## config.mk

```make
export PLATFORM = sky130hd
export DESIGN_NAME = alu_req_arbiter_flat
export DESIGN_NICKNAME = d
export VERILOG_FILES = /design/src/rtl/alu_req_arbiter_if.sv /design/src/rtl/alu_req_arbiter.sv /design/src/flat_wrapper.sv
export SDC_FILE = /design/constraint.sdc
export NUM_CORES = 1
export LEC_CHECK = 0
export ABC_AREA = 1
export CORE_MARGIN = 4
export CORE_UTILIZATION = 39
export DETAILED_ROUTE_END_ITERATION = 8
export PLACE_DENSITY = 0.87
export SETUP_SLACK_MARGIN = 0.05
export SYNTH_ARGS = -nofsm -noshare
export SYNTH_HDL_FRONTEND = slang
export SYNTH_SLANG_ARGS = --single-unit
```

## constraint.sdc

```tcl
create_clock -name clk -period 1.9 [get_ports clk]
set_input_delay 0.19 -clock clk [delete_from_list [all_inputs] [get_ports clk]]
set_output_delay 0.19 -clock clk [all_outputs]
set_load 0.005 [all_outputs]
```

## src/rtl/alu_req_arbiter_if.sv

```systemverilog
// Bundle of request, response, ALU-side and status signals for alu_req_arbiter.
// Latency: none (wiring only).
// Backpressure: carries req*_ready / rsp*_ready; the arbiter owns the slave side.
//
// Ports (signals): req0_*/req1_* operand handshakes in, rsp0_*/rsp1_* result
// handshakes out with shared rsp_data/rsp_flag, alu_* to/from the shared ALU
// slice, and busy/grant_id/ops_done status.
interface alu_req_arbiter_if #(
    parameter int WIDTH_IN  = 16,
    parameter int WIDTH_OUT = 16,
    parameter int CNT_W     = 8
);
    logic                 req0_valid;
    logic                 req0_ready;
    logic [WIDTH_IN-1:0]  req0_a;
    logic [WIDTH_IN-1:0]  req0_b;
    logic [3:0]           req0_fun;

    logic                 req1_valid;
    logic                 req1_ready;
    logic [WIDTH_IN-1:0]  req1_a;
    logic [WIDTH_IN-1:0]  req1_b;
    logic [3:0]           req1_fun;

    logic                 rsp0_valid;
    logic                 rsp0_ready;
    logic                 rsp1_valid;
    logic                 rsp1_ready;
    logic [WIDTH_OUT-1:0] rsp_data;
    logic                 rsp_flag;

    logic                 alu_en;
    logic [WIDTH_IN-1:0]  alu_a;
    logic [WIDTH_IN-1:0]  alu_b;
    logic [3:0]           alu_fun;
    logic [WIDTH_OUT-1:0] alu_result;
    logic                 alu_flag;

    logic                 busy;
    logic                 grant_id;
    logic [CNT_W-1:0]     ops_done;

    // Arbiter side.
    modport slave (
        input  req0_valid, req0_a, req0_b, req0_fun,
        input  req1_valid, req1_a, req1_b, req1_fun,
        input  rsp0_ready, rsp1_ready,
        input  alu_result, alu_flag,
        output req0_ready, req1_ready,
        output rsp0_valid, rsp1_valid, rsp_data, rsp_flag,
        output alu_en, alu_a, alu_b, alu_fun,
        output busy, grant_id, ops_done
    );

    // Requester / ALU / environment side.
    modport master (
        output req0_valid, req0_a, req0_b, req0_fun,
        output req1_valid, req1_a, req1_b, req1_fun,
        output rsp0_ready, rsp1_ready,
        output alu_result, alu_flag,
        input  req0_ready, req1_ready,
        input  rsp0_valid, rsp1_valid, rsp_data, rsp_flag,
        input  alu_en, alu_a, alu_b, alu_fun,
        input  busy, grant_id, ops_done
    );
endinterface

```

## src/rtl/alu_req_arbiter.sv

```systemverilog
// Round-robin arbiter/sequencer sharing one registered ALU slice between two requesters.
// Latency: accept at edge E, ALU issue in the next cycle, response valid 3 cycles after E; 4 cycles/op minimum.
// Backpressure: holds the response indefinitely until the granted rsp_ready; no new request accepted meanwhile.
//
// Ports: clk, rst (synchronous, active-high); bus (alu_req_arbiter_if.slave)
// carrying both request channels, both response channels, the ALU slice
// interface and the busy/grant_id/ops_done status outputs.
module alu_req_arbiter #(
    parameter int WIDTH_IN  = 16,
    parameter int WIDTH_OUT = 16,
    parameter int CNT_W     = 8
) (
    input  logic              clk,
    input  logic              rst,
    alu_req_arbiter_if.slave  bus
);

    typedef enum logic [1:0] {
        IDLE  = 2'd0,
        ISSUE = 2'd1,
        WAIT  = 2'd2,
        RESP  = 2'd3
    } state_t;

    state_t               state;
    state_t               state_nxt;

    logic                 last_grant;
    logic                 grant_id_q;
    logic [WIDTH_IN-1:0]  a_q;
    logic [WIDTH_IN-1:0]  b_q;
    logic [3:0]           fun_q;
    logic [WIDTH_OUT-1:0] rsp_data_q;
    logic                 rsp_flag_q;
    logic [CNT_W-1:0]     ops_done_q;

    logic                 any_req;
    logic                 win_id;
    logic                 accept;
    logic                 rsp_sel_ready;
    logic                 rsp_done;

    // Winner selection: a lone requester wins outright; on contention the
    // requester that did not win last time is chosen.
    always_comb begin
        any_req = bus.req0_valid | bus.req1_valid;
        win_id  = 1'b0;
        if (bus.req0_valid && bus.req1_valid) begin
            win_id = ~last_grant;
        end else if (bus.req1_valid) begin
            win_id = 1'b1;
        end
    end

    // Accept only from IDLE, so a completing response (RESP->IDLE) can never
    // coincide with a new acceptance.
    assign accept        = (state == IDLE) && any_req && !rst;
    // The non-granted response ready is deliberately ignored.
    assign rsp_sel_ready = grant_id_q ? bus.rsp1_ready : bus.rsp0_ready;
    assign rsp_done      = (state == RESP) && rsp_sel_ready && !rst;

    // State register.
    always_ff @(posedge clk) begin
        if (rst) begin
            state <= IDLE;
        end else begin
            state <= state_nxt;
        end
    end

    // Next-state logic.
    always_comb begin
        state_nxt = state;
        case (state)
            IDLE:    if (any_req) state_nxt = ISSUE;
            ISSUE:   state_nxt = WAIT;
            WAIT:    state_nxt = RESP;
            RESP:    if (rsp_sel_ready) state_nxt = IDLE;
            default: state_nxt = IDLE;
        endcase
    end

    // Datapath registers: operand capture, result capture, completion count.
    always_ff @(posedge clk) begin
        if (rst) begin
            last_grant <= 1'b1;
            grant_id_q <= 1'b0;
            a_q        <= '0;
            b_q        <= '0;
            fun_q      <= '0;
            rsp_data_q <= '0;
            rsp_flag_q <= 1'b0;
            ops_done_q <= '0;
        end else begin
            if (accept) begin
                grant_id_q <= win_id;
                last_grant <= win_id;
                a_q        <= win_id ? bus.req1_a   : bus.req0_a;
                b_q        <= win_id ? bus.req1_b   : bus.req0_b;
                fun_q      <= win_id ? bus.req1_fun : bus.req0_fun;
            end
            // The ALU registers its result at the end of ISSUE, so it is
            // presented during WAIT and captured here.
            if (state == WAIT) begin
                rsp_data_q <= bus.alu_result;
                rsp_flag_q <= bus.alu_flag;
            end
            if (rsp_done) begin
                ops_done_q <= ops_done_q + CNT_W'(1);
            end
        end
    end

    // Handshake outputs are forced low while reset is asserted, since the
    // state register only clears at the reset edge.
    assign bus.req0_ready = accept && !win_id;
    assign bus.req1_ready = accept &&  win_id;
    assign bus.rsp0_valid = (state == RESP) && !grant_id_q && !rst;
    assign bus.rsp1_valid = (state == RESP) &&  grant_id_q && !rst;
    assign bus.rsp_data   = rsp_data_q;
    assign bus.rsp_flag   = rsp_flag_q;

    // Operands are driven from the capture registers at all times so the ALU
    // inputs never glitch; only alu_en qualifies the issue cycle.
    assign bus.alu_en     = (state == ISSUE) && !rst;
    assign bus.alu_a      = a_q;
    assign bus.alu_b      = b_q;
    assign bus.alu_fun    = fun_q;

    assign bus.busy       = (state != IDLE);
    assign bus.grant_id   = grant_id_q;
    assign bus.ops_done   = ops_done_q;

endmodule

```

## src/flat_wrapper.sv

```systemverilog
// flat-port wrapper written by rule: the top's interface ports become plain ports
module alu_req_arbiter_flat 
#(
    parameter int WIDTH_IN  = 16,
    parameter int WIDTH_OUT = 16,
    parameter int CNT_W     = 8
)
  (clk, rst, bus_req0_valid, bus_req0_a, bus_req0_b, bus_req0_fun, bus_req1_valid, bus_req1_a, bus_req1_b, bus_req1_fun, bus_rsp0_ready, bus_rsp1_ready, bus_alu_result, bus_alu_flag, bus_req0_ready, bus_req1_ready, bus_rsp0_valid, bus_rsp1_valid, bus_rsp_data, bus_rsp_flag, bus_alu_en, bus_alu_a, bus_alu_b, bus_alu_fun, bus_busy, bus_grant_id, bus_ops_done);
  alu_req_arbiter_if #(.WIDTH_IN(WIDTH_IN), .WIDTH_OUT(WIDTH_OUT), .CNT_W(CNT_W)) bus_i ();
  input  logic clk;
  input  logic rst;
  input wire logic [$bits(bus_i.req0_valid)-1:0] bus_req0_valid;
  input wire logic [$bits(bus_i.req0_a)-1:0] bus_req0_a;
  input wire logic [$bits(bus_i.req0_b)-1:0] bus_req0_b;
  input wire logic [$bits(bus_i.req0_fun)-1:0] bus_req0_fun;
  input wire logic [$bits(bus_i.req1_valid)-1:0] bus_req1_valid;
  input wire logic [$bits(bus_i.req1_a)-1:0] bus_req1_a;
  input wire logic [$bits(bus_i.req1_b)-1:0] bus_req1_b;
  input wire logic [$bits(bus_i.req1_fun)-1:0] bus_req1_fun;
  input wire logic [$bits(bus_i.rsp0_ready)-1:0] bus_rsp0_ready;
  input wire logic [$bits(bus_i.rsp1_ready)-1:0] bus_rsp1_ready;
  input wire logic [$bits(bus_i.alu_result)-1:0] bus_alu_result;
  input wire logic [$bits(bus_i.alu_flag)-1:0] bus_alu_flag;
  output wire logic [$bits(bus_i.req0_ready)-1:0] bus_req0_ready;
  output wire logic [$bits(bus_i.req1_ready)-1:0] bus_req1_ready;
  output wire logic [$bits(bus_i.rsp0_valid)-1:0] bus_rsp0_valid;
  output wire logic [$bits(bus_i.rsp1_valid)-1:0] bus_rsp1_valid;
  output wire logic [$bits(bus_i.rsp_data)-1:0] bus_rsp_data;
  output wire logic [$bits(bus_i.rsp_flag)-1:0] bus_rsp_flag;
  output wire logic [$bits(bus_i.alu_en)-1:0] bus_alu_en;
  output wire logic [$bits(bus_i.alu_a)-1:0] bus_alu_a;
  output wire logic [$bits(bus_i.alu_b)-1:0] bus_alu_b;
  output wire logic [$bits(bus_i.alu_fun)-1:0] bus_alu_fun;
  output wire logic [$bits(bus_i.busy)-1:0] bus_busy;
  output wire logic [$bits(bus_i.grant_id)-1:0] bus_grant_id;
  output wire logic [$bits(bus_i.ops_done)-1:0] bus_ops_done;
  assign bus_i.req0_valid = bus_req0_valid;
  assign bus_i.req0_a = bus_req0_a;
  assign bus_i.req0_b = bus_req0_b;
  assign bus_i.req0_fun = bus_req0_fun;
  assign bus_i.req1_valid = bus_req1_valid;
  assign bus_i.req1_a = bus_req1_a;
  assign bus_i.req1_b = bus_req1_b;
  assign bus_i.req1_fun = bus_req1_fun;
  assign bus_i.rsp0_ready = bus_rsp0_ready;
  assign bus_i.rsp1_ready = bus_rsp1_ready;
  assign bus_i.alu_result = bus_alu_result;
  assign bus_i.alu_flag = bus_alu_flag;
  assign bus_req0_ready = bus_i.req0_ready;
  assign bus_req1_ready = bus_i.req1_ready;
  assign bus_rsp0_valid = bus_i.rsp0_valid;
  assign bus_rsp1_valid = bus_i.rsp1_valid;
  assign bus_rsp_data = bus_i.rsp_data;
  assign bus_rsp_flag = bus_i.rsp_flag;
  assign bus_alu_en = bus_i.alu_en;
  assign bus_alu_a = bus_i.alu_a;
  assign bus_alu_b = bus_i.alu_b;
  assign bus_alu_fun = bus_i.alu_fun;
  assign bus_busy = bus_i.busy;
  assign bus_grant_id = bus_i.grant_id;
  assign bus_ops_done = bus_i.ops_done;
  alu_req_arbiter #(.WIDTH_IN(WIDTH_IN), .WIDTH_OUT(WIDTH_OUT), .CNT_W(CNT_W)) u_core (.clk(clk), .rst(rst), .bus(bus_i));
endmodule
```

==> Flow_metrics.wiki <==
{| class="wikitable"
! Metric !! Value
|-
| Result of the run || complete, no violations
|-
| Count of pins on the block boundary || 163
|-
| Net switching fraction of the power || 0.310
|-
| Die area || 9260 µm²
|-
| Total grt overflow || 0
|-
| Crit. End Element || output port
|-
| # hold bufs at CTS || 0
|-
| Final critical-path share of the clock period || 0.931
|-
| Path length in cells of the critical path || 4
|-
| I/O Buffers || 162
|-
| Largest net degree at the start of global routing || 37
|-
| Origin of the critical flop-to-flop path || u_core.state[1]$_SDFFE_PP0P_
|-
| Die width || 96.2 µm
|-
| Drt wl/cell || 13.3 µm
|-
| Type of the worst setup path || reg -> out
|-
| Required time at the worst-slack endpoint || around 1700 ps
|-
| Post-synthesis instance area || just over 3000 µm²
|-
| Relative slew margins || 0.756
|-
| Number of stages on the worst hold path || 2
|-
| Reg-to-reg slack, setup || 390 ps
|-
| Max Cap Violations || 0
|-
| Global routing usage summed across all routing layers || 0.207
|-
| Capturing point of the worst reg2reg path || u_core.bus.alu_b[7]$_SDFFE_PP0P_
|-
| Worst setup margin || 132 ps
|-
| Synthesis Warnings || 0
|-
| Cell with the biggest individual delay on the critical path || sky130_fd_sc_hd__clkdlybuf4s50_1
|-
| Number of placed instances with taps included || 707
|-
| Type of the worst min-delay path || in -> reg
|-
| Cell Pwr Density || 1040 nW/µm²
|-
| Slew of the pin with the lowest slew margin || ~370 ps
|-
| Period minus WS final || 1770 ps
|-
| Core region area || ~7400 µm²
|-
| Number of design rule violations left after detail routing || 0
|-
| Post-route antenna net violation count || 0
|-
| Final estimated routing congestion in global placement || 0.823
|-
| Number of buffers on the longest clock path || 2
|-
| Aggregate routed wire length || 9620 µm
|-
| Yosys cell types || 23
|-
| Hold EP || u_core.bus.ops_done[6]$_SDFFE_PP0P_
|-
| Area delta synth->final || 64.7%
|-
| Setup violation total in the final timing report || 0
|-
| Net count after synthesis || 560
|-
| Synth Instances || 460
|-
| Worst-Skew Late Latency || ~330 ps
|-
| Site Rows || 31
|-
| Fraction of final layout cells sized beyond drive strength 1 || 0.0672
|-
| Initial Utilization || 0.410
|-
| Longest individual stage delay on the worst path || 500 ps
|-
| Buffering stage count on the worst path with inverters included || 1
|-
| Post-Place Worst Slack || about 78 ps
|-
| Fin Setup TNS || 0 ps
|-
| CP top delay family || buffers and inverters
|-
| Maximum frequency from static timing analysis || 566 MHz
|-
| Part of the Yosys area used for sequential elements || 0.429
|-
| Arrival time at the worst endpoint || 1580 ps
|-
| Static leakage power || 2.12 nW
|-
| Clock tree from TritonCTS || done
|-
| Critical path peak fanout || 4
|-
| CTS H-tree lvls || 3
|-
| Number of buffers created by CTS || 9
|-
| Drt first-iter violations || 116
|-
| Register-to-Register Path Depth || 9
|-
| Root Buffer || sky130_fd_sc_hd__clkbuf_8
|-
| Antenna violations before repair || 0
|-
| Via count || 3498
|-
| Number of iterations in the first detailed-routing pass || 4
|-
| Maximum resistive drop on vdd || 0.000603 V
|-
| Proportion of power drawn by combinational gates || 0.378
|-
| Post-Syn Area per Cell || around 6.6 µm²
|-
| Kind of start point of the critical path || flip-flop
|-
| Die boundary height || 96.2 µm
|-
| Global-route wire length before repair || 15100 µm
|-
| Portion of total power attributed to the clock network || 0.274
|-
| Worst hold start || rst
|-
| Number of global-route vias before repair || 3360
|-
| Final Hold Viols || 0
|-
| Flop pwr share || 0.348
|-
| Flip-flop and latch count after synthesis || 65
|-
| Antenna fix cells || 0
|-
| Worst-path cell chain || ha_2 -> nand2_2 -> nor2_1 -> clkdlybuf4s50_1
|-
| CTS sink cnt || 65
|-
| Detailed placement HPWL || 7290 µm
|-
| Switching component of the power || ~1.6 mW
|-
| Final instance count without filler cells || 724
|-
| Post-Route Skew || 9.96 ps
|-
| CTS clk-pin slew, worst paths || roughly 70 ps
|-
| Cell internal power dissipation || between 3 and 4 mW
|-
| Post-DR vias/cell || approximately 4.8
|-
| Util after Layout || 0.675
|-
| Pins Over Slew Limit || 0
|-
| Number of nets in the finished design || 720
|-
| Setup repair after global routing missed its margin || yes
|}
==> metal layers <==
layer  GRT usage  vias up  wire, µm
li1            -     1777         -
met1       0.226     1572      3690
met2       0.367      127      4850
met3      0.0672       22       839
met4      0.0841        0       239
met5           0        -         0
==> power groups by stage <==
stage | Combinational, mW | Sequential, mW | Clock, mW
after global routing | 2.18 | 1.85 | 1.52
after global placement | 1.93 | 1.82 | 0
final | 1.97 | 1.81 | 1.43
after floorplan | 0.926 | 1.84 | 0
after detailed placement | 1.97 | 1.83 | 0
after CTS | 1.99 | 1.81 | 1.46
==> synthesized netlist by cell type <==
| library cell | n | share of area |
|---|---|---|
| sky130_fd_sc_hd__buf_6 | 2 | 0.0074 |
| sky130_fd_sc_hd__clkbuf_2 | 1 | 0.0016 |
| sky130_fd_sc_hd__ha_1 | 5 | 0.021 |
| sky130_fd_sc_hd__inv_2 | 2 | 0.0025 |
| sky130_fd_sc_hd__nand2_2 | 2 | 0.0041 |
| sky130_fd_sc_hd__nand3_1 | 41 | 0.068 |
| sky130_fd_sc_hd__o21ai_2 | 1 | 0.0029 |
| sky130_fd_sc_hd__nor3_1 | 2 | 0.0033 |
| sky130_fd_sc_hd__o21ai_1 | 1 | 0.0016 |
| sky130_fd_sc_hd__clkinv_1 | 1 | 0.0012 |
| sky130_fd_sc_hd__a21oi_1 | 39 | 0.064 |
| sky130_fd_sc_hd__xor2_1 | 2 | 0.0058 |
| sky130_fd_sc_hd__inv_1 | 19 | 0.023 |
| sky130_fd_sc_hd__nor2_1 | 53 | 0.066 |
| sky130_fd_sc_hd__clkbuf_1 | 8 | 0.0099 |
| sky130_fd_sc_hd__nand4_1 | 3 | 0.0062 |
| sky130_fd_sc_hd__nand2_1 | 174 | 0.22 |
| sky130_fd_sc_hd__dfxtp_1 | 65 | 0.43 |
| sky130_fd_sc_hd__buf_1 | 1 | 0.0012 |
| sky130_fd_sc_hd__nor2_4 | 1 | 0.0037 |
| sky130_fd_sc_hd__o21ai_0 | 21 | 0.035 |
| sky130_fd_sc_hd__buf_2 | 13 | 0.021 |
| sky130_fd_sc_hd__buf_4 | 3 | 0.0074 |
==> kinds of logic after synthesis <==
group | Yosys count | share of synthesized area
buffers and inverters | 50 | 0.0762
adder cells (fa/ha/maj) | 5 | 0.0206
flip-flops | 65 | 0.429
XOR/XNOR | 2 | 0.00577
AND/OR/NAND/NOR | 276 | 0.365
AO/OA/AOI/OAI | 62 | 0.103
==> area by class of cell <==
type,count,area (µm²)
fillers,601,2410
repair buffers,177,1740
inverters,22,82.6
flip-flops and latches,65,1300
multi-input cells,345,1510
well taps,99,124
clock buffers,11,141
clock inverters,5,103
==> cells in the final DEF (no fill, tap or decap), types with 2 or more instances in the layout <==
cell type,netlist,layout
sky130_fd_sc_hd__ha_1,5,3
sky130_fd_sc_hd__nor3_1,2,2
sky130_fd_sc_hd__dlygate4sd2_1,0,3
sky130_fd_sc_hd__dfxtp_2,0,2
sky130_fd_sc_hd__clkdlybuf4s50_1,0,158
sky130_fd_sc_hd__nor2_1,53,53
sky130_fd_sc_hd__inv_2,2,3
sky130_fd_sc_hd__o21ai_0,21,21
sky130_fd_sc_hd__nand4_1,3,3
sky130_fd_sc_hd__nand2_1,174,174
sky130_fd_sc_hd__bufinv_16,0,3
sky130_fd_sc_hd__a21oi_1,39,39
sky130_fd_sc_hd__xor2_1,2,2
sky130_fd_sc_hd__inv_1,19,18
sky130_fd_sc_hd__dfxtp_1,65,63
sky130_fd_sc_hd__nand2_2,2,2
sky130_fd_sc_hd__ha_2,0,2
sky130_fd_sc_hd__clkbuf_8,0,10
sky130_fd_sc_hd__buf_4,3,14
sky130_fd_sc_hd__nand3_1,41,41
==> flip-flops by register name (all words and copies together) (netlist names) <==
register             flops
u_core.bus.ops_done      8
u_core.bus.rsp_data     16
u_core.bus.alu_b        16
u_core.bus.alu_a        16
u_core.state             2
u_core.last_grant        1
u_core.bus.rsp_flag      1
u_core.bus.grant_id      1
u_core.bus.alu_fun       4
==> worst max-delay path by stage <==
stage                                       from        endpoint  slack (ps)
floorplan           u_core.state[0]$_SDFFE_PP0P_  bus_req1_ready         520
global placement                  bus_req1_valid  bus_req1_ready         100
detailed placement                bus_req1_valid  bus_req1_ready          80
CTS                 u_core.state[1]$_SDFFE_PP0P_  bus_rsp1_valid         100
global route        u_core.state[1]$_SDFFE_PP0P_  bus_rsp1_valid          40
finish              u_core.state[0]$_SDFFE_PP0P_  bus_rsp1_valid         130
==> worst reg2reg max path, delay by kind of cell (launching register included) <==
kind,cells,cell delay [ps]
compound gates,2,230
fa+ha+maj,1,190
buf+inv,4,520
flops,1,360
simple gates,2,140
==> metrics by stage <==
stage	instance area [µm²]	hold WS, ps	power (mW)
floorplan	3040	325	2.77
global placement	4750	445	3.75
detailed placement	4750	452	3.80
CTS	5000	172	5.26
global route	5000	199	5.56
finish	5000	179	5.21
==> timing repair <==
item / 4_1_cts / 5_1_grt
pin swaps: 1 / 0
endpoints found under the setup margin: 4 / 2
resized for setup: 7 / 1
buffers inserted: 1 / 0
No activity file was read; power rests on OpenSTA's default activity.
